==> src/rtl/core_ram.sv <==
// rtl/core_ram.sv - shared program/data memory for the accumulator core with a host load/readback port
// The host owns memory while core_hold is high; RELEASE hands it to the core until the host asks again.

module core_ram #(
   parameter  int word_width = 8,
   parameter  int depth      = word_width,
   localparam int aw         = $clog2(depth)
) (
   input  logic                  clk,
   input  logic                  reset_n,
   input  logic [aw-1:0]         pc_addr,
   output logic [word_width-1:0] pc_data,
   input  logic [aw-1:0]         op_addr,
   output logic [word_width-1:0] op_data,
   input  logic                  write,
   input  logic [word_width-1:0] wdata,
   output logic                  core_hold,
   input  logic                  host_valid,
   output logic                  host_ready,
   input  logic [1:0]            host_cmd,
   input  logic [word_width-1:0] host_data,
   output logic                  rdata_valid,
   output logic [word_width-1:0] rdata
);

   typedef enum logic {
      HOST = 1'b0,
      RUN  = 1'b1
   } state_t;

   localparam logic [1:0] CMD_SETADDR = 2'b00;
   localparam logic [1:0] CMD_WRITE   = 2'b01;
   localparam logic [1:0] CMD_READ    = 2'b10;
   localparam logic [1:0] CMD_RELEASE = 2'b11;

   state_t                  state;
   state_t                  state_next;
   logic [aw-1:0]           ptr;
   logic [aw-1:0]           ptr_inc;
   logic                    accept;
   logic                    core_we;
   logic [word_width-1:0]   mem [depth];

   assign pc_data = mem[pc_addr];
   assign op_data = mem[op_addr];

   // Core writes follow the registered hold, so the write on the RUN->HOST edge still lands.
   assign core_we = write && !core_hold;
   assign ptr_inc = (ptr == aw'(depth - 1)) ? '0 : ptr + aw'(1);

   always_comb begin
      state_next = state;
      host_ready = 1'b0;
      accept     = 1'b0;
      case (state)
         HOST: begin
            host_ready = 1'b1;
            accept     = host_valid;
            if (host_valid && host_cmd == CMD_RELEASE) begin
               state_next = RUN;
            end
         end
         RUN: begin
            if (host_valid) begin
               state_next = HOST;
            end
         end
         default: state_next = HOST;
      endcase
   end

   always_ff @(posedge clk or negedge reset_n) begin
      if (!reset_n) begin
         state     <= HOST;
         core_hold <= 1'b1;
      end else begin
         state     <= state_next;
         core_hold <= (state_next == HOST);
      end
   end

   always_ff @(posedge clk or negedge reset_n) begin
      if (!reset_n) begin
         ptr         <= '0;
         rdata       <= '0;
         rdata_valid <= 1'b0;
      end else begin
         rdata_valid <= 1'b0;
         if (accept) begin
            case (host_cmd)
               CMD_SETADDR: ptr <= host_data[aw-1:0];
               CMD_WRITE:   ptr <= ptr_inc;
               CMD_READ: begin
                  rdata       <= mem[ptr];
                  rdata_valid <= 1'b1;
                  ptr         <= ptr_inc;
               end
               default: ptr <= ptr;
            endcase
         end
      end
   end

   // Host and core writers are mutually exclusive because accept only exists in HOST.
   always_ff @(posedge clk or negedge reset_n) begin
      if (!reset_n) begin
         for (int i = 0; i < depth; i++) begin
            mem[i] <= '0;
         end
      end else if (accept && host_cmd == CMD_WRITE) begin
         mem[ptr] <= host_data;
      end else if (core_we) begin
         mem[op_addr] <= wdata;
      end
   end

endmodule

==> config.mk <==
export PLATFORM = sky130hd
export DESIGN_NAME = core_ram
export DESIGN_NICKNAME = d
export VERILOG_FILES = /design/src/rtl/core_ram.sv
export SDC_FILE = /design/constraint.sdc
export NUM_CORES = 1
export LEC_CHECK = 0
export CORE_MARGIN = 8
export CORE_UTILIZATION = 47
export DETAILED_ROUTE_END_ITERATION = 10
export PLACE_DENSITY = 0.68
export SLEW_MARGIN = 20
export SYNTH_ARGS = -nofsm -noshare
export SYNTH_HDL_FRONTEND = slang
export SYNTH_SLANG_ARGS = --single-unit
==> constraint.sdc <==
create_clock -name clk -period 3.3 [get_ports clk]
set_input_delay 0.495 -clock clk [delete_from_list [all_inputs] [get_ports clk]]
set_output_delay 0.495 -clock clk [all_outputs]
set_load 0.03 [all_outputs]
==> reports/qor.yml, run 1 <==
outcome:
  run_status: "complete, no violations"
logic_synthesis:
  ys_types: 49
  synth.net_count: 525
  syn-cell-area_sq_um: 5350
  async_reset_ff_share_pct: 100
  yosysSeqAreaShare_pct: 36.5
  netlist_top_cells_count: "83 x mux2_2, 77 x dfrtp_1, 64 x o22ai_1"
  postSynthAreaPerCell_sq_um: 10.9
  synth-main-ff-cell: "dfrtp_1"
  synth_edf_count: 0
  synth.area.top_cells: "dfrtp_1 36%, mux2_2 17%, mux4_2 8.0%"
  synthCells: 491
  yosysTopAreaCellShare_pct: 36.0
  ys_warn_count: 0
  synth_top_cell_by_area: "dfrtp_1"
  synth-seq-cells: 78
  yosysMostFrequentCell: "mux2_2"
detailed_routing:
  ant_nets: 0
  drc: 0
  vias_per_cell: 6.95
  wl_per_cell_um: 27.7
  drt_iter0_drc: 583
  drtPass1Iterations: 5
  via_count: 4802
  drt_wl_total_um: 19200
sta:
  timing.final.ws_setup_ps: 85.6
  finalMaxSlewViolations: 0
  setup_violations: 0
  fin_worst_skew_ps: 5.89
  relSlewSlack_pct: 49.8
  timing.final.crit_share_pct: 97.4
  worst_pin_slew_ps: 753
  finalCriticalPeriod_ps: 3210
  fmaxAchievable_ghz: 0.311
  setup_tns_ps: 0
  rsz0062_at_grt: "no"
  hold_viol: 0
  timing.hold.ws_ps: 198
power:
  peakVddDrop_uv: 336
  power_density_nw_per_um2: 549
  power.leakage_nw: 2.71
placement:
  portBuffers: 54
  dp.cells: 676
  dp_slack_ps: 123
  place_hpwl_um: 12900
  gp_congestion: 0.957
finish:
  layout.nets: 578
  fillers: 982
  fin_util_pct: 56.0
  drive_above_1_share_pct: 30.5
  seqCellArea_sq_um: 1950
  syn_to_final_growth_pct: 18.0
  post_layout_nonfiller_instances: 691
  multiInputGateArea_sq_um: 3190
  diodes: 0
clocking:
  clock-sinks: 78
  clk_pin_slew_ps: 60
  cts_setup_buffers: 0
  cts_tree: "yes"
  cts.path.max_buffers: 2
  post_cts_resized: 0
  clockRootBuffer: "clkbuf_16"
  htreeDepth: 3
  worstSkewPairLatency_ps: 340
  cts_buffers: 9
  cts_hold_buffers: 0
die:
  io_pins: 55
  num_rows: 39
  fp.dieH_um: 123
  dieArea_sq_um: 15100
  die_x_um: 123
  initial_core_util_pct: 47.5
  coreArea_sq_um: 11300
critical_path:
  worst_path_max_delay_cell: "clkdlybuf4s50_1"
  cp-end-kind: "primary output"
  path_max_fanout: 3
  max_stage_delay_ps: 630
  critical_path_arrival_ps: 2720
  cp-start-kind: "input port"
  path_cells: "clkdlybuf4s50_1 > mux2_2 > a22o_1 > a222oi_1 > o21ai_0 > clkdlybuf4s50_1"
  worstSetupPathType: "input port to primary output"
  regToRegSetupSlack_ps: 920
  cp_common_cell: "clkdlybuf4s50_1"
  required_ps: 2800
global_routing:
  grt_max_degree: 79
  use_met1_pct: 34.9
  grt_pass1_wl_um: 29400
  gr-max-usage-layer: "met2"
  antenna_found_initial: 0
  first_global_vias: 4800
  overflow: 0
  met2_usage_pct: 39.4
  met3_usage_pct: 6.12
  track_usage_pct: 26.3
worst_hold_path:
  min-delay-path-class: "input port to asynchronous set/reset pin"
run:
  cap_violations: 0
[routing by layer]
metal | share of wire [%] | vias to the layer above
li1 | - | 2032
met1 | 40 | 2381
met2 | 45 | 330
met5 | 0 | -
met3 | 11 | 59
met4 | 4.3 | 0
[cell type report]
| type | count | area share [%] |
|---|---|---|
| Clock buffer | 13 | 3.80 |
| Clock inverter | 2 | 0.159 |
| Inverter | 5 | 0.297 |
| Multi-Input combinational cell | 371 | 50.5 |
| Sequential cell | 78 | 30.9 |
| Tap cell | 143 | 2.83 |
| Timing Repair Buffer | 79 | 11.4 |
[sequential cells by signal (all words and copies together) (netlist names)]
name	flops
mem	64
rdata	8
ptr	3
core_hold	1
rdata_valid	1
state	1
[cells by family (layout without fill, tap and decap cells)]
| kind of cell | count (synthesis) | after routing | synth area share, % |
|---|---|---|---|
| flip-flops | 78 | 78 | 36.5 |
| buffers and inverters | 42 | 99 | 3.86 |
| multiplexers | 123 | 123 | 29.4 |
| AO/OA/AOI/OAI | 140 | 140 | 18.5 |
| adder cells (fa/ha/maj) | 6 | 6 | 1.40 |
| AND/OR/NAND/NOR | 102 | 102 | 10.3 |
[power breakdown]
group	switching (mW)	total [mW]	leakage, nW	internal (mW)
clock	0.393	0.898	0.123	0.504
sequential	0.180	1.29	1.04	1.11
combinational	0.730	1.28	1.54	0.547
[worst paths after layout]
path / start / endpoint / depth (start not counted)
setup / recovery: op_addr[0] / op_data[1] / 6
hold / removal: reset_n / mem[37] / 1
setup reg to reg: ptr[0] / mem[60] / 4
hold reg to reg: rdata[3] / rdata[3] / 1
max in group asynchronous: reset_n / mem[25] / 1
min in group clk: rdata[3] / rdata[3] / 1
[through the flow]
stage,cell area [sq um],power [mW]
6_report,6310,3.47
5_1_grt,6310,3.60
4_1_cts,6310,3.44
3_5_place_dp,6060,2.55
3_3_place_gp,6060,2.52
2_1_floorplan,5350,2.07
[worst max-delay path: cells and delay by family]
kind | cells | cell delay (ps)
buf+inv | 2 | 1210
mux | 1 | 360
compound gates | 3 | 650
[cell usage in the layout (no fill, tap or decap), drive strengths merged, types with 2 or more instances in the layout]
master,Yosys,layout
inv,5,5
clkinv,0,2
a222oi,2,2
mux4,19,19
clkdlybuf4s50,0,40
nor3,2,2
a22o,4,4
nand3b,5,5
a22oi,15,15
or3b,3,3
buf,28,39
and3b,5,5
o211ai,3,3
dfrtp,77,77
o22ai,64,64
o21ai,17,17
a31oi,9,9
a221oi,4,4
clkbuf,9,13
nor2b,12,12
ha,6,6
or3,2,2
o22a,2,2
nand2b,4,4
nor2,21,21
a21o,3,3
nand2,27,27
a21oi,10,10
a221o,2,2
nand3,14,14
a32oi,2,2
mux2,83,83
mux2i,21,21
and2,4,4
(Power assumes the default switching activity.)
==> inputs of run 2 (changes only) <==
- CORE_MARGIN: 8 -> 2
==> reports/qor.yml, run 2 (synthesized netlist as in run 1, its figures left out) <==
outcome:
  run_status: "complete, no violations"
sta:
  finalCriticalPeriod_ps: 3220
  setup_violations: 0
  rsz0062_at_grt: "no"
  hold_viol: 0
  finalMaxSlewViolations: 0
  worst_pin_slew_ps: 744
  fmaxAchievable_ghz: 0.310
  timing.final.crit_share_pct: 97.6
  relSlewSlack_pct: 50.0
  fin_worst_skew_ps: 8.37
  setup_tns_ps: 0
power:
  seqPwrFrac_pct: 35.4
  p_sw_mw: 1.34
  clockPowerShare_pct: 31.6
  swShare_pct: 35.3
  power_frac_comb_pct: 33.0
  intPower_mw: 2.45
  power_density_nw_per_um2: 588
  power.leakage_nw: 2.76
  peakVddDrop_uv: 432
die:
  coreArea_sq_um: 11000
  io_pins: 55
  die_x_um: 111
  initial_core_util_pct: 48.7
  dieArea_sq_um: 12300
  fp.dieH_um: 111
  num_rows: 38
global_routing:
  antenna_found_initial: 0
  grt_max_degree: 79
  track_usage_pct: 30.7
  grt_pass1_wl_um: 28200
  overflow: 0
  first_global_vias: 4845
clocking:
  worstSkewPairLatency_ps: 360
  cts_buffers: 9
  clock-sinks: 78
  htreeDepth: 3
  clk_pin_slew_ps: 60
  post_cts_resized: 0
  clockRootBuffer: "clkbuf_16"
  cts_hold_buffers: 0
  cts.path.max_buffers: 2
  cts_tree: "yes"
  cts_setup_buffers: 0
critical_path:
  path_max_fanout: 5
  required_ps: 2800
  cp-end-kind: "primary output"
  critical_path_arrival_ps: 2730
  worstReg2RegStart: "ptr[2]"
  startpoint: "op_addr[0]"
  worstSetupPathType: "input port to primary output"
  cp-start-kind: "input port"
placement:
  place_hpwl_um: 12200
  dp.cells: 675
  portBuffers: 54
  gp_congestion: 0.960
  placed_cell_area_sq_um: 6080
finish:
  diodes: 0
  layout_common_cells: "83 x mux2_2, 77 x dfrtp_1, 64 x o22ai_1, 44 x clkdlybuf4s50_1, 34 x buf_4"
  layout.nets: 580
  largest-register: "mem"
  fillers: 953
  largest_register_ffs: 64
  syn_to_final_growth_pct: 20.3
  top_regs: "mem: 64 flops, rdata: 8 flops, ptr: 3 flops"
  finalInstanceArea_sq_um: 6430
  multiInputGateArea_sq_um: 3190
  drive_above_1_share_pct: 30.5
  final_common_cell: "mux2_2"
  seqCellArea_sq_um: 1950
  post_layout_nonfiller_instances: 691
detailed_routing:
  drt_iter0_drc: 384
  drt_wl_total_um: 18600
  ant_nets: 0
  drtPass1Iterations: 5
  vias_per_cell: 6.96
  via_count: 4811
  drc: 0
  wl_per_cell_um: 26.9
run:
  cap_violations: 0
worst_hold_path:
  min-delay-path-class: "input port to asynchronous set/reset pin"
-- run 2: changes by cell type in the layout (fill, tap and decap cells not counted) --
| cell | change |
|---|---|
| clkinv_2 | -2 |
| clkdlybuf4s50_1 | +4 |
| bufinv_16 | +3 |
| clkbuf_8 | +2 |
| buf_4 | -2 |
| clkbuf_1 | -2 |
-- run 2: power groups by stage --
stage	registers [mW]	logic (mW)	clock network (mW)
after floorplan	1.30	0.766	0
after global placement	1.33	1.20	0
after detailed placement	1.34	1.22	0
after CTS	1.33	1.23	1.20
after global routing	1.36	1.32	1.25
final	1.34	1.25	1.20
-- run 2: worst max-delay path, stage by stage --
cell and delay (ps):
clkdlybuf4s50_1 590, mux2_2 360, a22o_1 180, a222oi_1 260, o21ai_0 200, clkdlybuf4s50_1 630
-- run 2: per-layer routing --
metal,up-vias,share of wire [%],GRT usage [%]
li1,2037,-,-
met1,2351,38,40.6
met2,346,45,45.9
met3,77,12,8.69
met4,0,5.2,16.0
met5,-,0,0
-- run 2: final cells by class --
class / count / share of cell area, %
timing repair buffer: 81 / 11.6
clock inverter: 3 / 1.40
sequential: 78 / 30.4
clock buffer: 13 / 4.04
tap: 140 / 2.72
multi-input combinational: 371 / 49.6
inverter: 5 / 0.292
-- run 2: per-stage QoR --
step / power (mW) / hold WS, ps / util [%] / worst slack (ps)
finish: 3.79 / 180 / 58.6 / 78.3
global route: 3.92 / 241 / 58.6 / 25.5
CTS: 3.76 / 365 / 58.6 / 120
detailed placement: 2.56 / 504 / 55.4 / 125
global placement: 2.53 / 494 / 55.4 / 114
floorplan: 2.07 / 199 / - / 798
-- run 2: final timing paths --
path                            depth (start not counted)  slack, ps    endpoint
worst min-delay path                                    1        180     mem[42]
worst min register to register                          1        510    rdata[3]
worst max-delay path                                    6         80  op_data[1]
worst max register to register                          4        720      mem[5]
min in group clk                                        1        510    rdata[3]
max in group asynchronous                               1       2600     mem[15]
==> inputs of run 3 (changes only) <==
- MAX_ROUTING_LAYER: default -> met4
- PLACE_DENSITY: 0.68 -> 0.64
==> reports/qor.yml, run 3 (synthesized netlist as in run 1, its figures left out) <==
sta:
  timing.final.ws_setup_ps: 212
  fin_worst_skew_ps: 7.24
  fmaxAchievable_ghz: 0.324
  rsz0062_at_grt: "no"
  worst_pin_slew_ps: 991
  finalCriticalPeriod_ps: 3090
  setup_tns_ps: 0
  relSlewSlack_pct: 33.9
  timing.hold.ws_ps: 177
  hold_viol: 0
  timing.final.crit_share_pct: 93.6
  setup_violations: 0
  finalMaxSlewViolations: 0
finish:
  diodes: 0
  largest-register: "mem"
  fillers: 940
  final_common_cell: "mux2_2"
  top_regs: "mem: 64 flops, rdata: 8 flops, ptr: 3 flops"
  syn_to_final_growth_pct: 19.2
  drive_above_1_share_pct: 30.8
  multiInputGateArea_sq_um: 3190
  finalInstanceArea_sq_um: 6380
  layout.nets: 581
  largest_register_ffs: 64
  layout_common_cells: "83 x mux2_2, 77 x dfrtp_1, 64 x o22ai_1, 42 x clkdlybuf4s50_1, 35 x buf_4"
  seqCellArea_sq_um: 1950
clocking:
  cts_hold_buffers: 0
  worstSkewPairLatency_ps: 350
  cts_setup_buffers: 0
  htreeDepth: 3
  clock-sinks: 78
  cts_buffers: 9
  clk_pin_slew_ps: 60
  cts_tree: "yes"
  cts.path.max_buffers: 2
  clockRootBuffer: "clkbuf_16"
global_routing:
  overflow: 0
  grt_pass1_wl_um: 28300
  grt_max_degree: 79
  antenna_found_initial: 0
  track_usage_pct: 31.7
  first_global_vias: 4749
critical_path:
  path_max_fanout: 16
  startpoint: "pc_addr[0]"
  required_ps: 2800
  worstSetupPathType: "input port to primary output"
  crit_path_end: "pc_data[3]"
  cp-start-kind: "input port"
  worstReg2RegStart: "ptr[0]"
  regToRegSetupSlack_ps: 620
  cp-end-kind: "primary output"
  reg2regPathDepth: 4
  critical_path_arrival_ps: 2590
  r2r-end: "mem[22]"
run:
  cap_violations: 0
detailed_routing:
  vias_per_cell: 6.89
  drt_iter0_drc: 494
  drtPass1Iterations: 6
  drc: 0
  wl_per_cell_um: 27.1
  drt_wl_total_um: 18800
  ant_nets: 0
  via_count: 4768
placement:
  portBuffers: 54
  place_hpwl_um: 12700
  placed_cell_area_sq_um: 6090
  dp_slack_ps: 55.5
  gp_congestion: 0.934
power:
  power_density_nw_per_um2: 553
  power_frac_comb_pct: 35.2
  peakVddDrop_uv: 375
  power.leakage_nw: 2.76
  swShare_pct: 37.5
  p_sw_mw: 1.32
  seqPwrFrac_pct: 37.6
  p_total_mw: 3.53
  intPower_mw: 2.21
  clockPowerShare_pct: 27.1
die:
  dieArea_sq_um: 12300
  initial_core_util_pct: 48.7
  die_x_um: 111
  fp.dieH_um: 111
  num_rows: 38
  io_pins: 55
  coreArea_sq_um: 11000
outcome:
  run_status: "complete, no violations"
worst_hold_path:
  min-delay-path-class: "input port to asynchronous set/reset pin"
==> run 3: cell types whose count changed in the layout (fill, tap and decap cells not counted), sizes merged <==
cell           delta
clkinvlp          +1
clkdlybuf4s50     -2
bufinv            -3
dlymetal6s2s      +2
clkbuf            -1
clkinv            +3
buf               +1
==> run 3: layout make-up <==
class | instances | share of cell area (%)
multi-input combinational | 371 | 50.0
sequential | 78 | 30.6
timing repair buffer | 82 | 11.9
clock buffer | 12 | 4.02
tap | 140 | 2.75
clock inverter | 4 | 0.353
inverter | 5 | 0.294
==> run 3: layer usage <==
layer	track usage [%]	vias to the layer above	routed length, um
met2	47.5	289	8570
met1	41.7	2369	7600
met4	15.3	0	805
li1	-	2042	-
met3	5.96	68	1800
met5	-	-	0
==> run 3: how the worst min path moves through the flow <==
stage	cells past startpoint	start	endpoint	slack, ps
floorplan	0	reset_n	mem[0]	200
global placement	1	rdata[3]	rdata[3]	500
detailed placement	1	rdata[3]	rdata[3]	500
CTS	1	reset_n	state	370
global route	1	reset_n	state	260
finish	1	reset_n	state	180
==> run 3: power groups by stage <==
stage / clock, mW / sequential [mW] / combinational [mW]
final: 0.957 / 1.33 / 1.24
after global routing: 1.00 / 1.35 / 1.31
after CTS: 0.958 / 1.32 / 1.22
after detailed placement: 0 / 1.33 / 1.22
after global placement: 0 / 1.33 / 1.20
after floorplan: 0 / 1.30 / 0.766
==> run 3: worst max-delay path, stage by stage <==
cell,delay [ps]
clkdlybuf4s50_1,500
buf_12,200
mux4_2,510
mux2_2,280
clkdlybuf4s50_1,600
==> run 3: per-stage QoR <==
| stage | utilization (%) | instances |
|---|---|---|
| after floorplan | - | 491 |
| after global placement | 55.4 | 676 |
| after detailed placement | 55.4 | 676 |
| after CTS | 58.0 | 692 |
| after global routing | 58.1 | 692 |
| final | 58.1 | 692 |
==> run 3: timing repair <==
item                                   in CTS  in global routing
setup endpoints to repair                   0                  2
gates resized for setup                     0                  2
endpoints found under the hold margin       0                  0
